### config.mk
export PLATFORM = sky130hd
export DESIGN_NAME = uart_tx_buffered
export DESIGN_NICKNAME = d
export VERILOG_FILES = /design/src/rtl/uart_pkg.sv /design/src/rtl/sync_fifo.sv /design/src/rtl/uart_tx_buffered.sv
export SDC_FILE = /design/constraint.sdc
export NUM_CORES = 1
export LEC_CHECK = 0
export CAP_MARGIN = 20
export CORE_ASPECT_RATIO = 0.9
export CORE_MARGIN = 5
export CORE_UTILIZATION = 25
export DETAILED_ROUTE_END_ITERATION = 12
export DONT_BUFFER_PORTS = 1
export PLACE_DENSITY_LB_ADDON = 0.05
export SETUP_SLACK_MARGIN = 0.2
export SYNTH_ARGS = -nofsm -noshare
export SYNTH_HDL_FRONTEND = slang
export SYNTH_SLANG_ARGS = --single-unit
### constraint.sdc
create_clock -name clk -period 3.8 [get_ports clk]
set_clock_uncertainty 0.15 [all_clocks]
set_input_delay 0.76 -clock clk [delete_from_list [all_inputs] [get_ports clk]]
set_output_delay 0.76 -clock clk [all_outputs]
set_load 0.02 [all_outputs]
### src/rtl/uart_pkg.sv
// uart_pkg: shared state type, default baud divisor and parity helper for the buffered UART transmitter.
package uart_pkg;

    localparam int CLKS_PER_BIT_115200 = 434;

    typedef enum logic [2:0] {IDLE, START, DATA, PARITY, STOP} tx_state_t;

    // Narrower words are zero-extended by the caller, which leaves the XOR reduction unchanged.
    function automatic logic parity_calc(input logic [8:0] data, input logic odd);
        return (^data) ^ odd;
    endfunction

endpackage

### src/rtl/sync_fifo.sv
// sync_fifo: first-word-fall-through FIFO with occupancy count; pushes into a full FIFO are dropped.
module sync_fifo #(
    parameter int WIDTH = 8,
    parameter int DEPTH = 4
) (
    input  logic                     clk,
    input  logic                     rst,
    input  logic                     push,
    input  logic                     pop,
    input  logic [WIDTH-1:0]         din,
    output logic [WIDTH-1:0]         dout,
    output logic                     full,
    output logic                     empty,
    output logic [$clog2(DEPTH):0]   count
);

    localparam int AW = $clog2(DEPTH);
    localparam int CW = AW + 1;

    logic [WIDTH-1:0] mem_q [DEPTH];
    logic [AW-1:0]    wr_q, wr_d, rd_q, rd_d;
    logic [CW-1:0]    count_q, count_d;
    logic             do_push, do_pop;

    always_comb begin
        do_push = push && !full;
        do_pop  = pop && !empty;
        wr_d    = do_push ? wr_q + 1'b1 : wr_q;
        rd_d    = do_pop ? rd_q + 1'b1 : rd_q;
        count_d = count_q + CW'(do_push) - CW'(do_pop);
    end

    always_ff @(posedge clk or posedge rst) begin
        if (rst) begin
            wr_q    <= '0;
            rd_q    <= '0;
            count_q <= '0;
        end else begin
            wr_q    <= wr_d;
            rd_q    <= rd_d;
            count_q <= count_d;
        end
    end

    always_ff @(posedge clk)
        if (do_push) mem_q[wr_q] <= din;

    assign dout  = mem_q[rd_q];
    assign full  = count_q == CW'(DEPTH);
    assign empty = count_q == '0;
    assign count = count_q;

endmodule

### src/rtl/uart_tx_buffered.sv
// uart_tx_buffered: FIFO-buffered UART transmitter with 1 or 2 stop bits and back-to-back frames.
// Define UART_TX_PARITY_EN to insert a parity bit (sense set by PARITY_ODD) after the data bits.
module uart_tx_buffered
    import uart_pkg::*;
#(
    parameter int CLKS_PER_BIT = CLKS_PER_BIT_115200,
    parameter int BITS_N       = 8,
    parameter int STOP_BITS    = 1,
    parameter int FIFO_DEPTH   = 4,
    parameter int PARITY_ODD   = 0
) (
    input  logic                          clk,
    input  logic                          rst,
    input  logic [BITS_N-1:0]             data_tx,
    input  logic                          valid,
    output logic                          tx_ready,
    output logic                          uart_out,
    output logic                          busy,
    output logic [$clog2(FIFO_DEPTH):0]   fifo_count,
    output logic                          overflow
);

    localparam int CW = $clog2(CLKS_PER_BIT);
    localparam int BW = $clog2(BITS_N);

    tx_state_t         state_q, state_d;
    logic [CW-1:0]     baud_q, baud_d;
    logic [BW-1:0]     idx_q, idx_d;
    logic [BITS_N-1:0] shift_q, shift_d;
    logic              uart_out_q, uart_out_d;
    logic              overflow_q, overflow_d;
    logic [BITS_N-1:0] fifo_dout;
    logic              fifo_full, fifo_empty, push, pop, load, baud_last;

    sync_fifo #(.WIDTH(BITS_N), .DEPTH(FIFO_DEPTH)) u_fifo (
        .clk   (clk),
        .rst   (rst),
        .push  (push),
        .pop   (pop),
        .din   (data_tx),
        .dout  (fifo_dout),
        .full  (fifo_full),
        .empty (fifo_empty),
        .count (fifo_count)
    );

`ifdef UART_TX_PARITY_EN
    // Parity is captured at pop time because the shift register is consumed during DATA.
    logic par_q, par_d;
    always_comb par_d = pop ? parity_calc(9'(fifo_dout), PARITY_ODD != 0) : par_q;
    always_ff @(posedge clk or posedge rst)
        if (rst) par_q <= 1'b0;
        else par_q <= par_d;
`else
    logic unused_parity_odd;
    assign unused_parity_odd = PARITY_ODD != 0;
`endif

    always_comb begin
        push       = valid && !fifo_full;
        overflow_d = valid && fifo_full;
        baud_last  = baud_q == CW'(CLKS_PER_BIT - 1);
        state_d    = state_q;
        baud_d     = baud_q + 1'b1;
        idx_d      = idx_q;
        shift_d    = shift_q;
        uart_out_d = uart_out_q;
        load       = 1'b0;
        case (state_q)
            IDLE: begin
                baud_d     = '0;
                uart_out_d = 1'b1;
                load       = !fifo_empty;
            end
            START: if (baud_last) begin
                state_d    = DATA;
                baud_d     = '0;
                idx_d      = '0;
                uart_out_d = shift_q[0];
            end
            DATA: if (baud_last) begin
                baud_d     = '0;
                shift_d    = shift_q >> 1;
                idx_d      = idx_q + 1'b1;
                uart_out_d = shift_q[1];
                if (idx_q == BW'(BITS_N - 1)) begin
`ifdef UART_TX_PARITY_EN
                    state_d    = PARITY;
                    uart_out_d = par_q;
`else
                    state_d    = STOP;
                    idx_d      = '0;
                    uart_out_d = 1'b1;
`endif
                end
            end
`ifdef UART_TX_PARITY_EN
            PARITY: if (baud_last) begin
                state_d    = STOP;
                baud_d     = '0;
                idx_d      = '0;
                uart_out_d = 1'b1;
            end
`endif
            STOP: if (baud_last) begin
                baud_d = '0;
                idx_d  = idx_q + 1'b1;
                if (idx_q == BW'(STOP_BITS - 1)) begin
                    state_d    = IDLE;
                    uart_out_d = 1'b1;
                    load       = !fifo_empty;
                end
            end
            default: state_d = IDLE;
        endcase
        // Loading straight from STOP is what removes the idle gap between queued frames.
        pop = load;
        if (load) begin
            state_d    = START;
            baud_d     = '0;
            shift_d    = fifo_dout;
            uart_out_d = 1'b0;
        end
    end

    always_ff @(posedge clk or posedge rst) begin
        if (rst) begin
            state_q    <= IDLE;
            baud_q     <= '0;
            idx_q      <= '0;
            shift_q    <= '0;
            uart_out_q <= 1'b1;
            overflow_q <= 1'b0;
        end else begin
            state_q    <= state_d;
            baud_q     <= baud_d;
            idx_q      <= idx_d;
            shift_q    <= shift_d;
            uart_out_q <= uart_out_d;
            overflow_q <= overflow_d;
        end
    end

    assign tx_ready = !fifo_full;
    assign uart_out = uart_out_q;
    assign overflow = overflow_q;
    assign busy     = state_q != IDLE || !fifo_empty;

endmodule

[Word-level counts from Yosys, hierarchy flattened]
Memories as Yosys holds them, arrays and structs flattened.
Cells that the tools add are included.
Word-level totals
  bits in writable memories: 32
  flip-flop bits (word level): 32
  output and inout bits: 7
  logic and storage cells: 81
  memories: 1
  input port bits: 11
Operators by class
  reduce and logical (&&, ||, !) cells: 20
  equality and inequality tests: 15
  add/subtract/negate cells: 6
  multiplexer cells: 30
Memories
  u_fifo.mem_q: depth 4, width 8, read ports 1, clocked after Yosys merged registers in 0, write ports 1, RTL line sync_fifo.sv:20  | logic [WIDTH-1:0] mem_q [DEPTH];
Operators by type and width (number)
  $mux 3: 10
  $mux 8: 3
  $mux 9: 2
  $pmux 9 s2: 1
  $ne 3x2->1 const B: 5
  $pmux 3 s4: 1
  $mux 1: 10
  $add 9x1->9 const B: 1
  $eq 3x3->1 const B: 3
  $eq 9x9->1 const B: 1
  $logic_not 3->1: 3
  $pmux 3 s3: 1
  $ne 2x2->1 const B: 3
  $reduce_and 6->1: 1
  $reduce_bool 3->1: 2
  $reduce_and 5->1: 1
  $reduce_bool 5->1: 1
  $add 2x1->2 const B: 2
  $logic_and 1x1->1: 4
  $pmux 1 s4: 1
  $reduce_and 4->1: 1
  $reduce_bool 2->1: 2
  $add 3x1->3: 1
  $add 3x1->3 const B: 1
  9 further kinds: 10

[Longest topological paths before layout]
  depth in word-level cells: 7
  depth in mapped cells: 12
  depth with buffers taken out: 12

[Hierarchy]
Synthesis repeated with hierarchy kept, for this count alone.
Second synthesis, totals
  cells, all modules: 246
  area, all modules: 3106.7 sq um
By module, submodules not included
  sync_fifo: cells each 84, seq. area each 1136.1 sq um, area each 1626.6 sq um, times used 1
  uart_tx_buffered: cells each 162, seq. area each 626.9 sq um, area each 1480.2 sq um, times used 1

[Worst setup path before layout]
No wires, ideal clock.
  kind: register to register
  from: register baud_q[1]
  to: register u_fifo.count_q[2] (netlist: u_fifo.count[2])
  setup slack: 1228 ps
  library setup time: 123 ps
  cell stages (with the launch flop): 13
  clock period less this slack: 2572 ps
  data required time: 3527 ps
  arrival: 2299 ps
  cells stage by stage: dfrtp_1 -> inv_1 -> ha_1 -> nand4b_1 -> o21ai_1 -> nand3_2 -> inv_1 -> ha_1 -> inv_1 -> ha_1 -> fa_1 -> xnor2_1 -> xnor2_1
Between the ends
  longest elaborated chain between the ends: 5
RTL lines
  start: declaration: RTL line uart_tx_buffered.sv:27  | logic [CW-1:0] baud_q, baud_d;
  start signal: assignment: RTL line uart_tx_buffered.sv:136  | baud_q <= baud_d;
  $eq 9x9->1: RTL line uart_tx_buffered.sv:62  | baud_last = baud_q == CW'(CLKS_PER_BIT - 1);
  $mux 1: RTL line uart_tx_buffered.sv:105  | STOP: if (baud_last) begin
  $pmux 1 s2: RTL line uart_tx_buffered.sv:69  | case (state_q)
  $logic_and 1x1->1: RTL line sync_fifo.sv:27  | do_pop = pop && !empty;
  net u_fifo.do_pop: RTL line sync_fifo.sv:23  | logic do_push, do_pop;
  $sub 3x1->3: RTL line sync_fifo.sv:30  | count_d = count_q + CW'(do_push) - CW'(do_pop);
  net u_fifo.count_d[2]: RTL line sync_fifo.sv:22  | logic [CW-1:0] count_q, count_d;
  end signal: assignment: RTL line sync_fifo.sv:41  | count_q <= count_d;
  end: declaration: RTL line sync_fifo.sv:22
The timed path passes the listed nets, and every way through them passes these cells.
A chain may end at the register's enable or synchronous reset.

[Final worst setup path]
  from: register u_fifo.count_q[0] (netlist: u_fifo.count[0])
  to: register u_fifo.count_q[2] (netlist: u_fifo.count[2])
Between the ends
  longest elaborated chain between the ends: 7
RTL lines
  $logic_not 3->1 *: RTL line sync_fifo.sv:50  | assign empty = count_q == '0;
  $logic_not 1->1 *: RTL line sync_fifo.sv:27, uart_tx_buffered.sv:73, uart_tx_buffered.sv:111
  $mux 1: RTL line uart_tx_buffered.sv:108  | if (idx_q == BW'(STOP_BITS - 1)) begin
  $mux 1: RTL line uart_tx_buffered.sv:105
  $pmux 1 s2: RTL line uart_tx_buffered.sv:69
  $logic_and 1x1->1 *: RTL line sync_fifo.sv:27
  net u_fifo.do_pop: RTL line sync_fifo.sv:23
  $sub 3x1->3 *: RTL line sync_fifo.sv:30
  net u_fifo.count_d[2]: RTL line sync_fifo.sv:22
The timed path passes the listed nets; every way through them passes the cells marked *.

==> reports/qor.txt <==
CTS Hold Bufs -> 0
CTS H-tree lvls -> 3
Pre-antenna DRT Iters -> 4
Die Area -> 0.0143 mm^2
Starting Density -> 25.2%
DRT antenna net count -> 0
Vias per std cell -> 4.34
Share of power burned in registers -> 48.8%
CP arrival -> 2.94 ns
Final worst slack -> 0.919 ns
Clock Power Share -> 33.3%
Initial antenna violation count -> 0
Net Sw Power -> 651 uW
Vias in the first global route -> 1701
Achievable Freq -> 347 MHz
Setup crit end kind -> flip-flop
Area Overhead vs Synth -> 14.7%
Combinational Power Share -> 17.9%
Postcts setup bufs -> 0
Total global routing overflow -> 0
Pwr/cell area -> 636 mW/mm^2
Max-cap violations -> 0
Rows -> 38
Max Fanout on Critical Path -> 10
Crit path kind -> flip-flop to flip-flop
Largest net degree at the start of global routing -> 33
Setup TNS -> 0 ns
Crit share post-route -> 75.8%
Internal power -> 1530 uW
Die width -> 125 um
Crit path required time -> 3.86 ns
Via Count -> 1681
Non-filler cells, final -> 387
Hold Fails Final Rpt -> 0
RePlAce Congestion -> 0.729
Actual slew at the worst max-slew pin -> 0.667 ns
Final min period -> 2.88 ns
Async set-reset flop share out of synthesis -> 50.0%
Dominant synthesized flop cell -> edfxtp_1
TritonCTS Buffers -> 9
Yosys cell types -> 47
First-pass GRT wire length -> 9850 um
Crit path launch type -> flip-flop
Worst hold path class -> input port to asynchronous set/reset pin
Reg clk slew, reported paths -> 0.05 ns
#FFs+latches synth -> 64
Worst slew margin -> 55.6%
Footprint of the multi-input gates -> 0.00115 mm^2
Outcome -> finished clean
Die Y -> 114 um
DP Worst Slack -> 0.893 ns
Sequential cell area fraction in the yosys report -> 58.8%
Layout cell share with drive strength beyond 1 -> 17.2%
DR DRC count -> 0
Final Slew Violations -> 0
Diode count -> 0
Final core utilization -> 28.9%
Worst-case clock buffer depth -> 2
Routed WL -> 6070 um
CTS tree -> built
WL/cell -> 15.7 um
Warnings, synthesis -> 0
Sequential Area -> 0.00176 mm^2
Detailed Place HPWL -> 4290 um
CTS root buffer -> clkbuf_16
Pleak -> 0.00131 uW
Placed insts -> 371
Fillers -> 1222
Unrepaired setup endpoints after global routing -> no
Syn Inst Count -> 216
Synth Net Count -> 239
Post-synthesis instance area -> 0.00300 mm^2
Avg Cell Area, Syn -> 13.9 um^2
Switching portion of total power -> 29.8%
I/O Buffers -> 0
Layout Nets -> 245
Post-synth EDFFs -> 32
Setup violations, final -> 0
Most frequent cells in the layout -> edfxtp_1, dfrtp_1, nor2_1, inv_1, ha_1
Total Routing Usage GR -> 9.22%
Post_cts resized -> 0
Clock sinks -> 64
Clock Latency Late Sink -> 0.32 ns
Most common cell after layout, fill and taps aside -> edfxtp_1
Top Ports -> 18
Drt first-iter violations -> 123
Max IR drop VDD -> 217 uV
Final Power -> 2190 uW
Core footprint -> 0.0119 mm^2
[worst max-delay path: stages, from the launching register on]
cell	delay, ns
dfrtp_1	0.48
nor3_1	0.40
a21oi_1	0.16
nand3_2	0.29
inv_1	0.08
ha_1	0.28
inv_1	0.04
ha_1	0.20
fa_1	0.41
xnor2_1	0.14
xnor2_1	0.13
[power by group through the flow]
stage | sequential, uW | clock, uW | combinational [uW]
6_report | 1070 | 728 | 390
5_1_grt | 1100 | 786 | 452
4_1_cts | 1070 | 757 | 408
3_5_place_dp | 1090 | 0 | 406
3_3_place_gp | 1080 | 0 | 404
2_1_floorplan | 1010 | 0 | 348
[metal layers]
metal | track usage, % | share of wire, % | vias up
met2 | 13.0 | 45 | 37
met4 | 3.90 | 1.4 | 0
met3 | 3.93 | 5.6 | 6
li1 | - | - | 805
met1 | 12.4 | 48 | 833
met5 | 0 | 0 | -
[through the flow]
stage          hold WS, ns  cell area, um^2
3_3_place_gp         0.346             3170
2_1_floorplan        0.324             3000
5_1_grt              0.333             3440
6_report             0.264             3440
3_5_place_dp         0.355             3170
4_1_cts              0.281             3440
[cell families after synthesis]
| logic type | count (synthesis) | share of synthesized area, % |
|---|---|---|
| flops | 64 | 58.8 |
| simple gates | 62 | 12.5 |
| mux | 27 | 13.0 |
| buf+inv | 20 | 2.84 |
| compound gates | 19 | 4.09 |
| xor+xnor | 12 | 3.51 |
| fa+ha+maj | 12 | 5.26 |
[cell type report]
type | instances | area share, %
clock inverters | 6 | 1.06
well taps | 160 | 5.82
inverters | 14 | 1.53
multi-input cells | 132 | 33.4
clock buffers | 10 | 6.66
repair buffers | 1 | 0.218
flip-flops and latches | 64 | 51.3
[cell usage after synthesis, types with 2 or more instances]
cell	instances	area share (%)
edfxtp_1	32	32
dfrtp_1	31	26
nor2_1	18	2.3
inv_1	14	1.8
ha_1	11	4.6
xnor2_1	10	2.9
mux2_2	9	3.4
mux4_2	8	6.0
nand2_1	8	1.0
mux2_1	7	2.6
and3_1	6	1.3
a21oi_1	5	0.83
a31oi_1	4	0.83
nand3_1	4	0.67
mux2i_1	3	1.0
nor3_1	3	0.50
o21ai_0	3	0.50
or3_1	3	0.63
buf_2	2	0.33
buf_4	2	0.50
clkbuf_1	2	0.25
nand3b_1	2	0.50
nand4_1	2	0.42
nand4b_1	2	0.58
or4b_1	2	0.67
xor2_1	2	0.58
[path summary, 6_finish.rpt]
check                                           from                   endpoint  slack [ns]  cells past startpoint
max reg2reg                u_fifo.count[0]$_DFF_PP0_  u_fifo.count[2]$_DFF_PP0_        0.92                     10
min reg2reg                      baud_q[0]$_DFF_PP0_        baud_q[0]$_DFF_PP0_        0.36                      1
min                                              rst  u_fifo.count[0]$_DFF_PP0_        0.26                      2
max                        u_fifo.count[0]$_DFF_PP0_  u_fifo.count[2]$_DFF_PP0_        0.92                     10
min in group clk                 baud_q[0]$_DFF_PP0_        baud_q[0]$_DFF_PP0_        0.36                      1
max in group asynchronous                        rst       uart_out$_DFFE_PP1P_        2.88                      2
[flip-flops by register name, summed over array words and instances, names as in the netlist]
signal / count
baud_q: 9
u_fifo.rd_q: 2
uart_out: 1
u_fifo.mem_q: 32
u_fifo.wr_q: 2
state_q: 3
u_fifo.count: 3
idx_q: 3
overflow: 1
shift_q: 8
Note: power is estimated with default switching activity, not from simulation.
